<file path="src/rtl/spi_pkg.sv">
// Shared SPI definitions: FSM state encoding, mode constants and default frame geometry.
// Also used by spi_receiver so both ends of the link agree on framing.
package spi_pkg;

   typedef enum logic [1:0] {
      IDLE  = 2'd0,
      SETUP = 2'd1,
      SHIFT = 2'd2,
      GAP   = 2'd3
   } spi_state_e;

   // Only SPI mode 0 is implemented.
   localparam logic SPI_CPOL = 1'b0;
   localparam logic SPI_CPHA = 1'b0;

   localparam int unsigned SPI_DATA_W  = 8;
   localparam int unsigned SPI_CLK_DIV = 4;
   localparam int unsigned SPI_CS_GAP  = 2;

endpackage

</file>
<file path="src/rtl/spi_clk_div.sv">
// Half-period counter for SPI clock generation: counts 0..CLK_DIV-1 while enabled
// and raises a combinational tick on the terminal count.
module spi_clk_div #(
   parameter int unsigned CLK_DIV = 4
) (
   input  logic clk,
   input  logic rst_n,
   input  logic clr,
   input  logic en,
   output logic tick_c
);

   localparam int unsigned CNT_W = (CLK_DIV > 2) ? $clog2(CLK_DIV) : 1;
   localparam logic [CNT_W-1:0] CNT_MAX = CNT_W'(CLK_DIV - 1);

   if (CLK_DIV < 2) begin : g_bad_div
      $error("spi_clk_div: CLK_DIV must be 2 or more");
   end

   logic [CNT_W-1:0] cnt;

   assign tick_c = en && (cnt == CNT_MAX);

   // Wraps on tick; cleared while idle or when the owning FSM changes state.
   always_ff @(posedge clk or negedge rst_n) begin
      if (!rst_n) begin
         cnt <= '0;
      end else if (clr || !en || tick_c) begin
         cnt <= '0;
      end else begin
         cnt <= cnt + CNT_W'(1);
      end
   end

endmodule

</file>
<file path="src/rtl/spi_transmitter.sv">
// Byte-oriented SPI master (mode 0, MSB first): one CS-framed transfer per accepted
// word, full-duplex capture of MISO with a one-cycle received-word strobe.
module spi_transmitter
   import spi_pkg::*;
#(
   parameter int unsigned DATA_W  = SPI_DATA_W,
   parameter int unsigned CLK_DIV = SPI_CLK_DIV,
   parameter int unsigned CS_GAP  = SPI_CS_GAP
) (
   input  logic              _i_clk,
   input  logic              _i_rst,
   input  logic [DATA_W-1:0] _i_data,
   input  logic              _i_valid,
   input  logic              _i_miso,
   output logic              o_ready,
   output logic              o_sclk,
   output logic              o_mosi,
   output logic              o_cs_n,
   output logic [DATA_W-1:0] o_rx_data,
   output logic              o_rx_valid
);

   localparam int unsigned BIT_W = (DATA_W > 2) ? $clog2(DATA_W) : 1;
   localparam int unsigned GAP_W = (CS_GAP > 1) ? $clog2(CS_GAP) : 1;
   localparam logic [BIT_W-1:0] BIT_LAST = BIT_W'(DATA_W - 1);
   localparam logic [GAP_W-1:0] GAP_LAST = GAP_W'(CS_GAP - 1);

   if (DATA_W < 2) begin : g_bad_width
      $error("spi_transmitter: DATA_W must be 2 or more");
   end
   if (CS_GAP < 1) begin : g_bad_gap
      $error("spi_transmitter: CS_GAP must be 1 or more");
   end
   if ((SPI_CPOL != 1'b0) || (SPI_CPHA != 1'b0)) begin : g_bad_mode
      $error("spi_transmitter: only SPI mode 0 is supported");
   end

   spi_state_e        state, state_nxt;
   logic [DATA_W-1:0] tx_shift, tx_nxt;
   logic [DATA_W-1:0] rx_shift, rx_nxt;
   logic [BIT_W-1:0]  bit_cnt, bit_nxt;
   logic [GAP_W-1:0]  gap_cnt, gap_nxt;
   logic              ready_nxt, sclk_nxt, mosi_nxt, cs_nxt, rx_valid_nxt;
   logic [DATA_W-1:0] rx_data_nxt;
   logic              tick_c, cnt_clr_c, cnt_en_c;

   // Counter restarts on every state entry and only runs outside IDLE.
   assign cnt_clr_c = (state_nxt != state);
   assign cnt_en_c  = (state != IDLE);

   spi_clk_div #(
      .CLK_DIV (CLK_DIV)
   ) u_clk_div (
      .clk    (_i_clk),
      .rst_n  (_i_rst),
      .clr    (cnt_clr_c),
      .en     (cnt_en_c),
      .tick_c (tick_c)
   );

   always_ff @(posedge _i_clk or negedge _i_rst) begin
      if (!_i_rst) begin
         state      <= IDLE;
         tx_shift   <= '0;
         rx_shift   <= '0;
         bit_cnt    <= '0;
         gap_cnt    <= '0;
         o_ready    <= 1'b1;
         o_sclk     <= SPI_CPOL;
         o_mosi     <= 1'b0;
         o_cs_n     <= 1'b1;
         o_rx_data  <= '0;
         o_rx_valid <= 1'b0;
      end else begin
         state      <= state_nxt;
         tx_shift   <= tx_nxt;
         rx_shift   <= rx_nxt;
         bit_cnt    <= bit_nxt;
         gap_cnt    <= gap_nxt;
         o_ready    <= ready_nxt;
         o_sclk     <= sclk_nxt;
         o_mosi     <= mosi_nxt;
         o_cs_n     <= cs_nxt;
         o_rx_data  <= rx_data_nxt;
         o_rx_valid <= rx_valid_nxt;
      end
   end

   // Next-state and next-output logic; every registered output is computed here.
   always_comb begin
      state_nxt    = state;
      tx_nxt       = tx_shift;
      rx_nxt       = rx_shift;
      bit_nxt      = bit_cnt;
      gap_nxt      = gap_cnt;
      ready_nxt    = o_ready;
      sclk_nxt     = o_sclk;
      mosi_nxt     = o_mosi;
      cs_nxt       = o_cs_n;
      rx_data_nxt  = o_rx_data;
      rx_valid_nxt = 1'b0;

      case (state)
         IDLE: begin
            if (_i_valid && o_ready) begin
               tx_nxt    = _i_data;
               cs_nxt    = 1'b0;
               mosi_nxt  = _i_data[DATA_W-1];
               ready_nxt = 1'b0;
               state_nxt = SETUP;
            end
         end
         SETUP: begin
            if (tick_c) begin
               sclk_nxt  = 1'b1;
               rx_nxt    = {rx_shift[DATA_W-2:0], _i_miso};
               bit_nxt   = '0;
               state_nxt = SHIFT;
            end
         end
         SHIFT: begin
            if (tick_c) begin
               sclk_nxt = ~o_sclk;
               if (!o_sclk) begin
                  rx_nxt = {rx_shift[DATA_W-2:0], _i_miso};
               end else if (bit_cnt == BIT_LAST) begin
                  cs_nxt       = 1'b1;
                  mosi_nxt     = 1'b0;
                  rx_data_nxt  = rx_shift;
                  rx_valid_nxt = 1'b1;
                  gap_nxt      = '0;
                  state_nxt    = GAP;
               end else begin
                  tx_nxt   = {tx_shift[DATA_W-2:0], 1'b0};
                  mosi_nxt = tx_shift[DATA_W-2];
                  bit_nxt  = bit_cnt + BIT_W'(1);
               end
            end
         end
         GAP: begin
            if (tick_c) begin
               if (gap_cnt == GAP_LAST) begin
                  ready_nxt = 1'b1;
                  state_nxt = IDLE;
               end else begin
                  gap_nxt = gap_cnt + GAP_W'(1);
               end
            end
         end
         default: begin
            state_nxt = IDLE;
         end
      endcase
   end

endmodule

</file>
<file path="config.mk">
export PLATFORM = sky130hd
export DESIGN_NAME = spi_transmitter
export DESIGN_NICKNAME = d
export VERILOG_FILES = /design/src/rtl/spi_pkg.sv /design/src/rtl/spi_clk_div.sv /design/src/rtl/spi_transmitter.sv
export SDC_FILE = /design/constraint.sdc
export NUM_CORES = 1
export LEC_CHECK = 0
export BUFFER_PORTS_ARGS = -buffer_cell sky130_fd_sc_hd__buf_2
export CORE_ASPECT_RATIO = 0.9
export CORE_MARGIN = 4
export CORE_UTILIZATION = 55
export CTS_CLUSTER_DIAMETER = 30
export CTS_CLUSTER_SIZE = 10
export DETAILED_ROUTE_END_ITERATION = 8
export PLACE_DENSITY = 0.77
export SLEW_MARGIN = 0
export SYNTH_ARGS = -nofsm -noshare
export SYNTH_HDL_FRONTEND = slang
export SYNTH_SLANG_ARGS = --single-unit
</file>
<file path="constraint.sdc">
create_clock -name _i_clk -period 2 [get_ports _i_clk]
set_input_delay 0.6 -clock _i_clk [delete_from_list [all_inputs] [get_ports _i_clk]]
set_output_delay 0.6 -clock _i_clk [all_outputs]
set_load 0.02 [all_outputs]
</file>
# Yosys cells after proc, flatten, opt, wreduce, memory -nomap -nowiden
# Index checks and enable logic that the tools add are counted.
# classes
magnitude_cmp,0
n_reduce_logical,20
n_eq_ne,15
div,0
muxes,49
n_mul,0
shifts,0
n_bitwise,1
add_sub_neg,3
# ops
cell,n
7-bit 2-to-1 mux,4
8-bit 2-to-1 mux,3
1-bit 2-to-1 mux,21
5-bit AND reduction,4
2-bit 2-to-1 mux,8
8-bit case mux with 2 select lines,1
4-bit AND reduction,4
7-bit case mux with 2 select lines,1
3-bit 2-to-1 mux,4
2-bit != test (second input constant),6
1-bit case mux with 2 select lines,5
2-bit nonzero test,5
2-bit case mux with 4 select lines,1
2-bit == test (second input constant),3
2-bit by 1-bit != test with 1-bit output (second input constant),3
3-bit case mux with 2 select lines,1
3-bit by 1-bit adder with 3-bit output (second input constant),1
3-bit == test (second input constant),1
3-bit AND reduction,1
2-bit by 1-bit adder with 2-bit output (second input constant),1
2-bit by 1-bit == test with 1-bit output (second input constant),1
1-bit logical AND,2
2-bit logical NOT,1
1-bit logical OR,2
4 further kinds,4
# word_totals
mem_count,0
romBits,0
latchBits,0
output_inout_bits,13
word_cells,100
ramBits,0
input_bits,12
ff_bits,36

# Depth between registers and ports, before layout
# logic_depth
word_depth,9
ltp_mapped,6
depth_no_buf,5

# Modules after synthesis
# From an unflattened synthesis, not the netlist that was laid out.
# hier_totals
cells_unflattened,129
area_unflattened_um2,1695.4
# by_module_without_submodules
module,seq_area_each_um2,n_inst,cells_per_inst,area_per_inst_um2
spi_transmitter,853.3,1,123,1599.0
spi_clk_div,50.0,1,6,96.3

# Worst setup path after synthesis
# Ideal clock, no wire load.
# synth_timing
kind,register to register
start,register bit_cnt[0]
end,register tx_shift[1]
n_path_buf,0
t_arrival_ns,1.711
required_time_ns,1.875
path_slack_ns,0.165
setup_time_ns,0.125
synth_period_minus_slack_ns,1.835
path_stages_with_launch,6
path_cell_list,dfrtp_1 > ha_1 > ha_1 > nand2b_1 > a221oi_4 > mux2_2
# synth_between
elab_chain_cells,3
# synth_rtl
item,line_no,source
start: declaration,spi_transmitter.sv:41,"logic [BIT_W-1:0] bit_cnt, bit_nxt;"
start signal: assignment,spi_transmitter.sv:78,bit_cnt <= bit_nxt;
3-bit == test,spi_transmitter.sv:126,end else if (bit_cnt == BIT_LAST) begin
2-bit != test (no source line),n/a,
5-bit AND reduction (no source line),n/a,
end signal: assignment,spi_transmitter.sv:76,tx_shift <= tx_nxt;
end: declaration,spi_transmitter.sv:39,"logic [DATA_W-1:0] tx_shift, tx_nxt;"
# Every way passes these cells.
# A chain may end at the register's enable or synchronous reset.

# Worst setup path after layout
# layout_timing
start,register bit_cnt[0]
end,register tx_shift[3]
# Same word-level chain as after synthesis.

==> summary.md <==
| Metric | Value |
|---|---|
| Post-synthesis cell type count | 34 |
| Register area share after synthesis | 0.5396 |
| Avg Inst Size Synth | 13.50 µm² |
| Worst path top cell family by delay | flip-flops |
| Total power | 1188 µW |
| Mapped Cells | 124 |
| Die Y | 60.34 µm |
| Total CTS buffers | 5 |
| Max-Cap Viols | 0 |
| Critical Path RT | 2.22 ns |
| LEAKAGE | 0.0009621 µW |
| Slew @ Worst Pin | 0.4833 ns |
| Flop and latch count out of synthesis | 36 |
| Fraction of the mapped netlist area in simple logic gates | 0.08445 |
| Setup TNS | 0 ns |
| Worst-path clk slew | 0.10 ns |
| Most frequent CP cell | ha_1 |
| Clock net sink count | 36 |
| Vias | 1081 |
| Mux contribution to synthesized area | 0.2145 |
| Cell taking the most area after synthesis | dfrtp_1 |
| Compound-gate portion of the synthesized area | 0.09716 |
| Slew margin rel. | 0.6734 |
| Row count | 18 |
| Die width | 66.16 µm |
| Fmax | 0.5235 GHz |
| Status | complete, no violations |
| Number of global-route vias before repair | 1136 |
| Core footprint | 2838 µm² |
| Crit path time final | 1.910 ns |
| Leading post-synthesis cells by cell area | dfrtp_1 (51%), mux2_2 (20%), dfstp_2 (3.1%) |
| IO Pins | 25 |
| Post_cts resized | 0 |
| Initial core utilization | 0.5899 |
| Final Max Slew Viols | 0 |
| Design area | 1929 µm² |
| Post-DP HPWL | 2.123 mm |
| CP max-delay cell | dfrtp_1 |
| Post-route antenna net violation count | 0 |
| Nets | 169 |
| DRC | 0 |
| # port buffers | 24 |
| Placed inst area | 1847 µm² |
| First-pass DRT Iterations | 4 |
| Worst clock skew | 0.003930 ns |
| Post-synthesis xor/xnor area fraction | 0 |
| CP bufs+invs | 1 |
| Top-area cell type share of the netlist area | 0.5082 |
| Most frequent cells in the layout | dfrtp_1 (34), mux2_2 (29), buf_2 (24) |
| Total Routed Length | 2.885 mm |
| Share of synthesized cell area in full adder, half adder and majority cells | 0.02242 |
| Initial antenna violation count | 0 |
| GPL Wtd Cong | 0.7660 |
| WP data arrival | 2.13 ns |
| Layout cells sized above 1 | 0.4774 |
| Worst path cell trace | ha_1 -> ha_1 -> nand2b_1 -> a221oi_4 -> buf_12 -> mux2_2 |
| Post-layout util | 0.6799 |
| Post-DR wirelength/cell | 14.79 µm |
| Antenna diode count | 0 |
| Clock Root Buffer | clkbuf_4 |
| Fin. Hold Viols | 0 |
| Clock buffer depth | 2 |
| Setup repair bufs after CTS | 0 |
| Number of synthesis warnings | 0 |
| RSZ-0062 raised after global routing | no |
| Power per Cell Area | 615.7 nW/µm² |
| Setup crit end kind | flop |
| Largest fanout on the critical path | 7 |
| Final setup viols | 0 |
| Period utilization | 0.9551 |
| Via-to-Cell Ratio | 5.544 |
| Crit path launch type | flop |
| Initial DRC count | 31 |
| H-tree depth | 2 |
| Leading cell type in the layout, fill and taps excluded | dfrtp_1 |
| Area grow syn2layout | 15.25% |
| Max rail drop VDD | 0.5309 mV |
| GRT Util Overall | 0.1686 |
| # hold bufs at CTS | 0 |
| Area of the die | 3992 µm² |
| Largest family of logic cells by synthesized area | multiplexers |
| Total grt overflow | 0 |
| Worst min-delay path class | input port to async pin |
| CTS tree | yes |
| First-pass GRT wire length | 5.002 mm |
| Worst path max stage delay | 0.42 ns |
| Worst hold margin | 0.1891 ns |
| Largest net degree at the start of global routing | 20 |
| Syn Nets | 139 |
| Setup CP Type | flop to flop |
| Cell Area, Synth | 1674 µm² |
| Clock Latency Late Sink | 0.33 ns |
==> path summary, 6_finish.rpt <==
check / from / endpoint / slack [ns] / depth (start not counted)
worst max-delay path: bit_cnt[0] / tx_shift[3] / 0.09 / 6
worst min-delay path: _i_rst / o_sclk / 0.19 / 1
worst max register to register: bit_cnt[0] / tx_shift[3] / 0.09 / 6
worst min register to register: u_clk_div.cnt[0] / u_clk_div.cnt[0] / 0.47 / 1
max in group asynchronous: _i_rst / u_clk_div.cnt[0] / 1.37 / 2
min in group _i_clk: u_clk_div.cnt[0] / u_clk_div.cnt[0] / 0.47 / 1
==> metal layers <==
layer	GRT usage	routed length [µm]
met2	0.2956	1522
met3	0.04630	117
met1	0.1978	1210
met5	0	0
met4	0.06957	35
==> flip-flops by register name (all words and copies together) (netlist names), 2 cells and up <==
register,count
tx_shift,7
rx_shift,8
u_clk_div.cnt,2
bit_cnt,3
state,2
o_rx_data,8
==> final cells by class <==
cell class | count | area [µm²]
clock buffers | 7 | 55.05
clock inverters | 1 | 7.507
fillers | 226 | 908.4
inverters | 4 | 15.01
multi-input cells | 76 | 700.7
flip-flops and latches | 36 | 903.4
well taps | 40 | 50.05
repair buffers | 31 | 197.7
==> power breakdown <==
part           switching (µW)  internal, µW  leakage [µW]  total [µW]
clock                     231           172     0.0000315         403
sequential               5.82           737      0.000455         743
combinational            22.0          20.4      0.000475        42.4
total                     259           929      0.000962        1190
==> cell families after synthesis <==
family	count (synthesis)
buf+inv	12
fa+ha+maj	3
simple gates	19
flops	36
compound gates	22
mux	32
==> synthesized netlist by cell type <==
| master | number |
|---|---|
| a22oi_1 | 2 |
| and4_1 | 1 |
| and4_4 | 1 |
| nor2b_1 | 3 |
| and3b_1 | 1 |
| mux2i_1 | 1 |
| a32o_1 | 1 |
| buf_2 | 1 |
| mux2_2 | 29 |
| inv_1 | 4 |
| mux2_1 | 2 |
| nand3_1 | 1 |
| nor3b_1 | 1 |
| a21oi_1 | 5 |
| nand4_1 | 1 |
| buf_6 | 3 |
| dfstp_2 | 2 |
| clkbuf_1 | 3 |
| nor2b_4 | 1 |
| o21bai_1 | 1 |
| nand2b_1 | 2 |
| nand2_1 | 2 |
| nor4bb_1 | 1 |
| a221oi_4 | 1 |
| clkbuf_2 | 1 |
| nand3b_4 | 1 |
| o2bb2ai_1 | 3 |
| nor2_1 | 3 |
| dfrtp_1 | 34 |
| ha_1 | 3 |
| o21ai_2 | 1 |
| o21ai_0 | 6 |
| a21o_1 | 1 |
| a31oi_1 | 1 |
==> through the flow <==
step | setup slack, ns | std cells
floorplan | 0.1647 | 124
global route | 0.02107 | 195
CTS | 0.06837 | 194
finish | 0.08979 | 195
global placement | 0.1285 | 186
detailed placement | 0.07731 | 186
Note: power is estimated with default switching activity, not from simulation.
